===== src/rtl/int_dispatch_ctrl_if.sv =====
// int_dispatch_ctrl_if: CPU-side request, mask, enable and dispatch signals of the interrupt dispatcher
interface int_dispatch_ctrl_if #(parameter int NUM_IRQ = 5);
  logic [NUM_IRQ-1:0] irq_in, if_wdata, ie_wdata, if_q, ie_q;
  logic if_wr, ie_wr, ime_set, ime_clr, fetch;
  logic ime, wake, busy, push, vec_valid;
  logic [7:0] vector;
  modport master (
    output irq_in, if_wr, if_wdata, ie_wr, ie_wdata, ime_set, ime_clr, fetch,
    input if_q, ie_q, ime, wake, busy, push, vec_valid, vector
  );
  modport slave (
    input irq_in, if_wr, if_wdata, ie_wr, ie_wdata, ime_set, ime_clr, fetch,
    output if_q, ie_q, ime, wake, busy, push, vec_valid, vector
  );
endinterface


===== src/rtl/int_dispatch_ctrl.sv =====
// int_dispatch_ctrl: edge-latched requests, EI-delayed master enable and five-cycle vectored dispatch
module int_dispatch_ctrl #(
  parameter int NUM_IRQ = 5,
  parameter logic [7:0] VEC_BASE = 8'h40,
  parameter logic [7:0] VEC_STRIDE = 8'h08
) (
  input logic clk,
  input logic nreset,
  int_dispatch_ctrl_if.slave bus
);
  typedef enum logic [2:0] {IDLE, WAIT0, WAIT1, PUSH_HI, PUSH_LO, JUMP} state_t;
  state_t state_q, state_d;
  logic [NUM_IRQ-1:0] flag_q, flag_d, en_q, en_d, prev_q, rise, pend, sel;
  logic ime_q, ime_d, ei_q, ei_d, start, sample;
  logic [2:0] idx;
  logic [7:0] vec_q, vec_d;
  assign rise = bus.irq_in & ~prev_q;
  assign pend = flag_q & en_q;
  assign start = state_q == IDLE && bus.fetch && ime_q && |pend;
  assign sample = state_q == PUSH_LO;
  // descending scan so the lowest pending index is the one left standing
  always_comb begin
    idx = '0;
    sel = '0;
    for (int i = NUM_IRQ - 1; i >= 0; i--) begin
      if (pend[i]) begin
        idx = 3'(i);
        sel = '0;
        sel[i] = 1'b1;
      end
    end
  end
  // a fresh edge is OR-ed in last so it beats both the software write and the dispatch clear
  assign flag_d = ((bus.if_wr ? bus.if_wdata : flag_q) & ~(sample ? sel : '0)) | rise;
  assign en_d = bus.ie_wr ? bus.ie_wdata : en_q;
  assign ime_d = (bus.ime_clr || start) ? 1'b0 : (ei_q && bus.fetch) ? 1'b1 : ime_q;
  assign ei_d = (bus.ime_clr || start) ? 1'b0 : bus.ime_set ? 1'b1 : bus.fetch ? 1'b0 : ei_q;
  assign vec_d = sample ? (|pend ? VEC_BASE + VEC_STRIDE * {5'b0, idx} : 8'h00) : vec_q;
  always_comb begin
    state_d = state_q == IDLE ? (start ? WAIT0 : IDLE) :
              state_q == JUMP ? IDLE : state_t'(state_q + 3'd1);
    bus.busy = state_q != IDLE;
    bus.push = state_q == PUSH_HI || state_q == PUSH_LO;
    bus.vec_valid = state_q == JUMP;
  end
  always_ff @(posedge clk or negedge nreset) begin
    if (!nreset) begin
      state_q <= IDLE;
      flag_q <= '0;
      en_q <= '0;
      prev_q <= '1;
      ime_q <= 1'b0;
      ei_q <= 1'b0;
      vec_q <= 8'h00;
    end else begin
      state_q <= state_d;
      flag_q <= flag_d;
      en_q <= en_d;
      prev_q <= bus.irq_in;
      ime_q <= ime_d;
      ei_q <= ei_d;
      vec_q <= vec_d;
    end
  end
  assign bus.if_q = flag_q;
  assign bus.ie_q = en_q;
  assign bus.ime = ime_q;
  assign bus.wake = |pend;
  assign bus.vector = vec_q;
endmodule


===== src/flat_wrapper.sv =====
// flat-port wrapper written by rule: the top's interface ports become plain ports
module int_dispatch_ctrl_flat 
#(
  parameter int NUM_IRQ = 5,
  parameter logic [7:0] VEC_BASE = 8'h40,
  parameter logic [7:0] VEC_STRIDE = 8'h08
)
  (clk, nreset, bus_irq_in, bus_if_wr, bus_if_wdata, bus_ie_wr, bus_ie_wdata, bus_ime_set, bus_ime_clr, bus_fetch, bus_if_q, bus_ie_q, bus_ime, bus_wake, bus_busy, bus_push, bus_vec_valid, bus_vector);
  int_dispatch_ctrl_if #(.NUM_IRQ(NUM_IRQ)) bus_i ();
  input logic clk;
  input logic nreset;
  input wire logic [$bits(bus_i.irq_in)-1:0] bus_irq_in;
  input wire logic [$bits(bus_i.if_wr)-1:0] bus_if_wr;
  input wire logic [$bits(bus_i.if_wdata)-1:0] bus_if_wdata;
  input wire logic [$bits(bus_i.ie_wr)-1:0] bus_ie_wr;
  input wire logic [$bits(bus_i.ie_wdata)-1:0] bus_ie_wdata;
  input wire logic [$bits(bus_i.ime_set)-1:0] bus_ime_set;
  input wire logic [$bits(bus_i.ime_clr)-1:0] bus_ime_clr;
  input wire logic [$bits(bus_i.fetch)-1:0] bus_fetch;
  output wire logic [$bits(bus_i.if_q)-1:0] bus_if_q;
  output wire logic [$bits(bus_i.ie_q)-1:0] bus_ie_q;
  output wire logic [$bits(bus_i.ime)-1:0] bus_ime;
  output wire logic [$bits(bus_i.wake)-1:0] bus_wake;
  output wire logic [$bits(bus_i.busy)-1:0] bus_busy;
  output wire logic [$bits(bus_i.push)-1:0] bus_push;
  output wire logic [$bits(bus_i.vec_valid)-1:0] bus_vec_valid;
  output wire logic [$bits(bus_i.vector)-1:0] bus_vector;
  assign bus_i.irq_in = bus_irq_in;
  assign bus_i.if_wr = bus_if_wr;
  assign bus_i.if_wdata = bus_if_wdata;
  assign bus_i.ie_wr = bus_ie_wr;
  assign bus_i.ie_wdata = bus_ie_wdata;
  assign bus_i.ime_set = bus_ime_set;
  assign bus_i.ime_clr = bus_ime_clr;
  assign bus_i.fetch = bus_fetch;
  assign bus_if_q = bus_i.if_q;
  assign bus_ie_q = bus_i.ie_q;
  assign bus_ime = bus_i.ime;
  assign bus_wake = bus_i.wake;
  assign bus_busy = bus_i.busy;
  assign bus_push = bus_i.push;
  assign bus_vec_valid = bus_i.vec_valid;
  assign bus_vector = bus_i.vector;
  int_dispatch_ctrl #(.NUM_IRQ(NUM_IRQ), .VEC_BASE(VEC_BASE), .VEC_STRIDE(VEC_STRIDE)) u_core (.clk(clk), .nreset(nreset), .bus(bus_i));
endmodule

===== config.mk =====
export PLATFORM = sky130hd
export DESIGN_NAME = int_dispatch_ctrl_flat
export DESIGN_NICKNAME = d
export VERILOG_FILES = /design/src/rtl/int_dispatch_ctrl_if.sv /design/src/rtl/int_dispatch_ctrl.sv /design/src/flat_wrapper.sv
export SDC_FILE = /design/constraint.sdc
export NUM_CORES = 1
export LEC_CHECK = 0
export ABC_AREA = 1
export BUFFER_PORTS_ARGS = -buffer_cell sky130_fd_sc_hd__buf_2
export CAP_MARGIN = 20
export CORE_MARGIN = 3
export CORE_UTILIZATION = 50
export CTS_CLUSTER_DIAMETER = 80
export DETAILED_ROUTE_END_ITERATION = 8
export PLACE_DENSITY_LB_ADDON = 0.25
export SLEW_MARGIN = 20
export SYNTH_ARGS = -nofsm -noshare
export SYNTH_HDL_FRONTEND = slang
export SYNTH_SLANG_ARGS = --single-unit
export TNS_END_PERCENT = 50

===== constraint.sdc =====
create_clock -name clk -period 2.25 [get_ports clk]
set_clock_uncertainty 0.05 [all_clocks]
set_input_delay 0.225 -clock clk [delete_from_list [all_inputs] [get_ports clk]]
set_output_delay 0.225 -clock clk [all_outputs]
set_load 0.02 [all_outputs]

==> Word level (Yosys, flattened, before mapping) <==
Cells that the tools add are included.
{ "word_totals": {"word_cells": 50, "ramBits": 0, "latchBits": 0, "memories": 0, "ff_bits": 28, "output_inout_bits": 23, "rom_bits": 0} }
{ "classes": {"bitwise_logic": 6, "addsub": 2, "muxes": 21, "magnitude_cmp": 0, "n_eq_ne": 3, "div_mod_pow": 0, "n_reduce_logical": 11, "shifts": 0, "mul": 0} }
{ "ops": {"columns": ["cell", "count"], "rows": [
  ["2-to-1 mux 5 bit", 7],
  ["2-to-1 mux 3 bit", 7],
  ["bitwise AND 5 bit", 3],
  ["NOT 5 bit", 2],
  ["adder 7 x 6 -> 8 bit, first input constant", 1],
  ["2-to-1 mux 8 bit", 1],
  ["equality test 3 bit, second input constant", 2],
  ["2-to-1 mux 1 bit", 6],
  ["nonzero test 3 bit", 2],
  ["OR 5 bit", 1],
  ["OR reduction 5 bit", 1],
  ["logical AND 1 bit", 4],
  ["adder 3 x 1 -> 3 bit, second input constant", 1],
  ["equality test 3 x 2 -> 1 bit, second input constant", 1],
  ["zero test 3 bit", 1],
  ["logical OR 1 bit", 2],
  ["nonzero test 2 bit", 1]
]} }

==> Depth between registers and ports, before layout <==
{ "depth": {"word_depth": 10, "mapped_depth": 6, "ltp_nobuf": 6} }

==> Worst setup path before layout <==
No wires, ideal clock.
{ "synth_path": {"path_kind": "reg-to-reg", "from": "register u_core.flag_q[0], in the netlist u_core.bus.if_q[0]", "to": "register u_core.vec_q[6], in the netlist u_core.bus.vector[6]", "path_buffers": 0, "setup_slack_ns": 0.945, "setup_ns": 0.119, "arrival_ns": 1.136, "stages_incl_launch_ff": 7, "synth_period_minus_slack_ns": 1.305, "cell_sequence": "dfrtp_1 > nand2_1 > nand2_1 > inv_1 > nand3_1 > nand2_1 > nand2_1"} }
{ "synth_between": {"elab_cells_between_ends": 5, "cone_classes": "add/sub (1); mux (2); bitwise (1); reduce/logical (1)"} }
{ "synth_lines": {"columns": ["element", "line", "rtl"], "rows": [
  ["start, declared", "int_dispatch_ctrl.sv:13", "logic [NUM_IRQ-1:0] flag_q, flag_d, en_q, en_d, prev_q, rise, pend, sel;"],
  ["start signal, assigned", "int_dispatch_ctrl.sv:57", "flag_q <= flag_d;"],
  ["bitwise AND 5 bit", "int_dispatch_ctrl.sv:18", "assign pend = flag_q & en_q;"],
  ["OR reduction 5 bit", null, null],
  ["via bus_wake", "flat_wrapper.sv:23", "output wire logic [$bits(bus_i.wake)-1:0] bus_wake;"],
  ["2-to-1 mux 8 bit", "int_dispatch_ctrl.sv:38", "assign vec_d = sample ? (|pend ? VEC_BASE + VEC_STRIDE * {5'b0, idx} : 8'h00) : vec_q;"],
  ["end signal, assigned", "int_dispatch_ctrl.sv:62", "vec_q <= vec_d;"],
  ["end, declared", "int_dispatch_ctrl.sv:16", "logic [7:0] vec_q, vec_d;"]
]} }
The timed path passes the listed nets, and every way through them passes these cells.
A chain may end at the register's enable or synchronous reset.

==> Worst setup path after layout <==
{ "layout_path": {"from": "register u_core.flag_q[0], in the netlist u_core.bus.if_q[0]", "to": "output bus_wake"} }
{ "layout_between": {"elab_chain_len": 2} }
{ "layout_rtl": {"columns": ["element", "line", "rtl"], "rows": [
  ["bitwise AND 5 bit", "int_dispatch_ctrl.sv:18", null],
  ["OR reduction 5 bit", "int_dispatch_ctrl.sv:68", "assign bus.wake = |pend;"],
  ["end, declared", "flat_wrapper.sv:23", null]
]} }
No other way between the ends.

==> metrics.txt <==
status=complete, no violations; Core Area=2020 um2; first-pass iteration count of the detailed router=4; Die ar.=2780 um2; met3 Usage GRT=2.56%; R2R cell count=4; required time worst endpoint=1.98 ns; post_cts resized=0; CTS Buf Count=3; FF/Latch Area=607 um2; CTS Sinks=24; Die Ht=52.7 um; worst skew pair latency=0.30 ns; Routed WL per cell=11.3 um; nets=189; Die Wd=52.7 um; final count of pins violating max slew=0; fraction of layout cells with a size suffix above 1=37.3%; Max Cap Violations=0; Multi-input gate area=394 um2; total gr overflow=0; grt met2 use=28.7%; worst hold stages=2; area leader, netlist=dfrtp_1; CP Depth=5; Cell Area, Synth=1090 um2; initial antenna violation count=0; Final Critical Period=1.63 ns; Area growth syn-to-layout=27.2%; Tot GR Track Use=17.4%; vias in the first global route=817; Pleak=0.767 nW; CTS tree=yes; Commonest cells post-synth=nand2_1, dfrtp_1, inv_1; initial DRC count=14; syn_area_per_cell=9.25 um2; CP startpoint=u_core.bus.if_q[0]; Bufs and invs on worst path=2; Antenna Nets Post-Route=0; R2R Setup Slk=1.04 ns; critical path's slowest cell=dfrtp_1; worst r2r dst=u_core.bus.if_q[0]; prevailing post-synth register cell=dfrtp_1; Max Fclk=613 MHz; Crit Path Max Fanout=5; Setup TNS Final=0 ns; yosys warns=0; busiest metal layer after global routing=met2; clock-pin slew on the worst setup and hold paths=0.12 ns; global-route wire length before repair=3440 um; CP Cell Sequence=nand2_1, nand2_1, inv_1, nand3_1, buf_2; Hold Path Class=primary input to register; CTS Hold Bufs=6; Setup crit end kind=primary output; sequential-to-total area share from yosys stat=55.6%; CP arrival=1.36 ns; post-DP HPWL=1710 um; Post-synth EDFFs=0; Slew HR=64.8%; FF-to-FF Start=u_core.state_q[0]; Largest stage delay, worst path=0.42 ns; FFs w/ async S/R, synth=100%; unrepaired setup endpoints after global routing=no; # DRC=0; most frequent cell after synthesis=nand2_1; met1 usage=21.9%; clock tree buffer depth=2; Setup crit end=bus_wake; VDD IR max=0.590 mV; Fillers=176; Tcrit/Tclk final=72.5%; postcts setup bufs=0; IO Port Bufs=40; #FFs+latches synth=24; Mapped Cells=118; Setup crit start kind=register; Hold Violations, Final=0; Worst-Margin Slew=0.527 ns; Routability Congestion=0.719; maximum level of the CTS H-tree=1; most frequent cell on the critical path=nand2_1; largest net degree at the start of global routing=25; routed vias=909; final wirelength=2180 um; total power=0.00128 W; Crit Path Category=register to primary output; top post-synthesis cells by area=dfrtp_1, dfstp_2, nand2_1, o21ai_0, inv_1; Netlist cell types=20; Initial Utilization=54.0%; crit-path leading delay family=flip-flops; number of diodes=0; vias per cell=4.71; Pwr Density=924 nW/um2; Setup-failing EPs final=0; Clk Tree Root Cell=clkbuf_4; row count=16; top cell type's share of synthesized area=43.6%; Ports=45
[cell usage in the layout (no fill, tap or decap)]
master         count
nor2_1             4
dfstp_2            5
nand2_1           30
inv_4              1
o21ai_0           12
nand2_4            2
a21oi_1            3
nor2_4             1
clkbuf_4           3
o21ai_1            2
buf_2             40
nand2_2            1
nand3_1            6
a21boi_0           1
mux2_2             5
nor2_2             1
dlygate4sd3_1      6
o21ai_2            3
conb_1             4
dfrtp_1           19
inv_1             16
clkbuf_1           1
[worst min path at each step]
stage	startpoint	to	slack (ns)
3_3_place_gp	nreset	u_core.state_q[1]	0.18
2_1_floorplan	nreset	u_core.bus.ie_q[0]	-0.12
6_report	bus_ie_wdata[0]	u_core.bus.ie_q[0]	0.1
4_1_cts	bus_ie_wdata[0]	u_core.bus.ie_q[0]	0.09
3_5_place_dp	nreset	u_core.state_q[1]	0.19
5_1_grt	bus_ie_wdata[0]	u_core.bus.ie_q[0]	0.07
[sequential cells by signal, summed over array words and instances (netlist names)]
register	count
u_core.state_q	3
u_core.prev_q	5
u_core.bus.vector	4
u_core.bus.ie_q	5
u_core.ei_q	1
u_core.bus.ime	1
u_core.bus.if_q	5
[layout make-up]
type                            count  share of cell area [%]
Sequential cell                    24                    43.7
Tap cell                           27                    2.43
Inverter                           17                    4.78
Multi-Input combinational cell     75                    28.4
Clock buffer                        4                    1.89
Timing Repair Buffer               46                    18.8
[metal layers]
metal	share of wire, %	vias up
li1	-	460
met4	0.64	0
met2	49	30
met3	5.5	2
met1	44	417
met5	0	-
[where the power goes]
group	switching [W]	internal (W)	leakage [nW]	total, W
Sequential	0.0000862	0.000525	0.280	0.000611
Clock	0.000114	0.0000691	0.0150	0.000183
Combinational	0.000316	0.000172	0.472	0.000488
Total	0.000516	0.000766	0.767	0.00128
[kinds of logic (layout without fill, tap and decap cells)]
| logic type | after synthesis | in the layout | share of synthesized area (%) |
|---|---|---|---|
| and+or+nand+nor | 45 | 45 | 18.7 |
| DFF | 24 | 24 | 55.6 |
| AOI/OAI and AO/OA | 21 | 21 | 10.9 |
| other | 1 | 4 | 0.344 |
| muxes | 5 | 5 | 5.16 |
| buffers and inverters | 22 | 67 | 9.29 |
[stage by stage]
step | setup WS [ns] | cells | cell area (um2) | hold slack (ns) | util (%)
floorplan | 0.945 | 121 | 1100 | -0.121 | -
global placement | 1.01 | 183 | 1300 | 0.180 | 64.4
global route | 0.511 | 193 | 1390 | 0.0674 | 68.6
detailed placement | 0.980 | 183 | 1300 | 0.186 | 64.4
finish | 0.619 | 193 | 1390 | 0.0983 | 68.6
CTS | 0.616 | 193 | 1390 | 0.0860 | 68.6
Power figures use the tool's default switching activity.
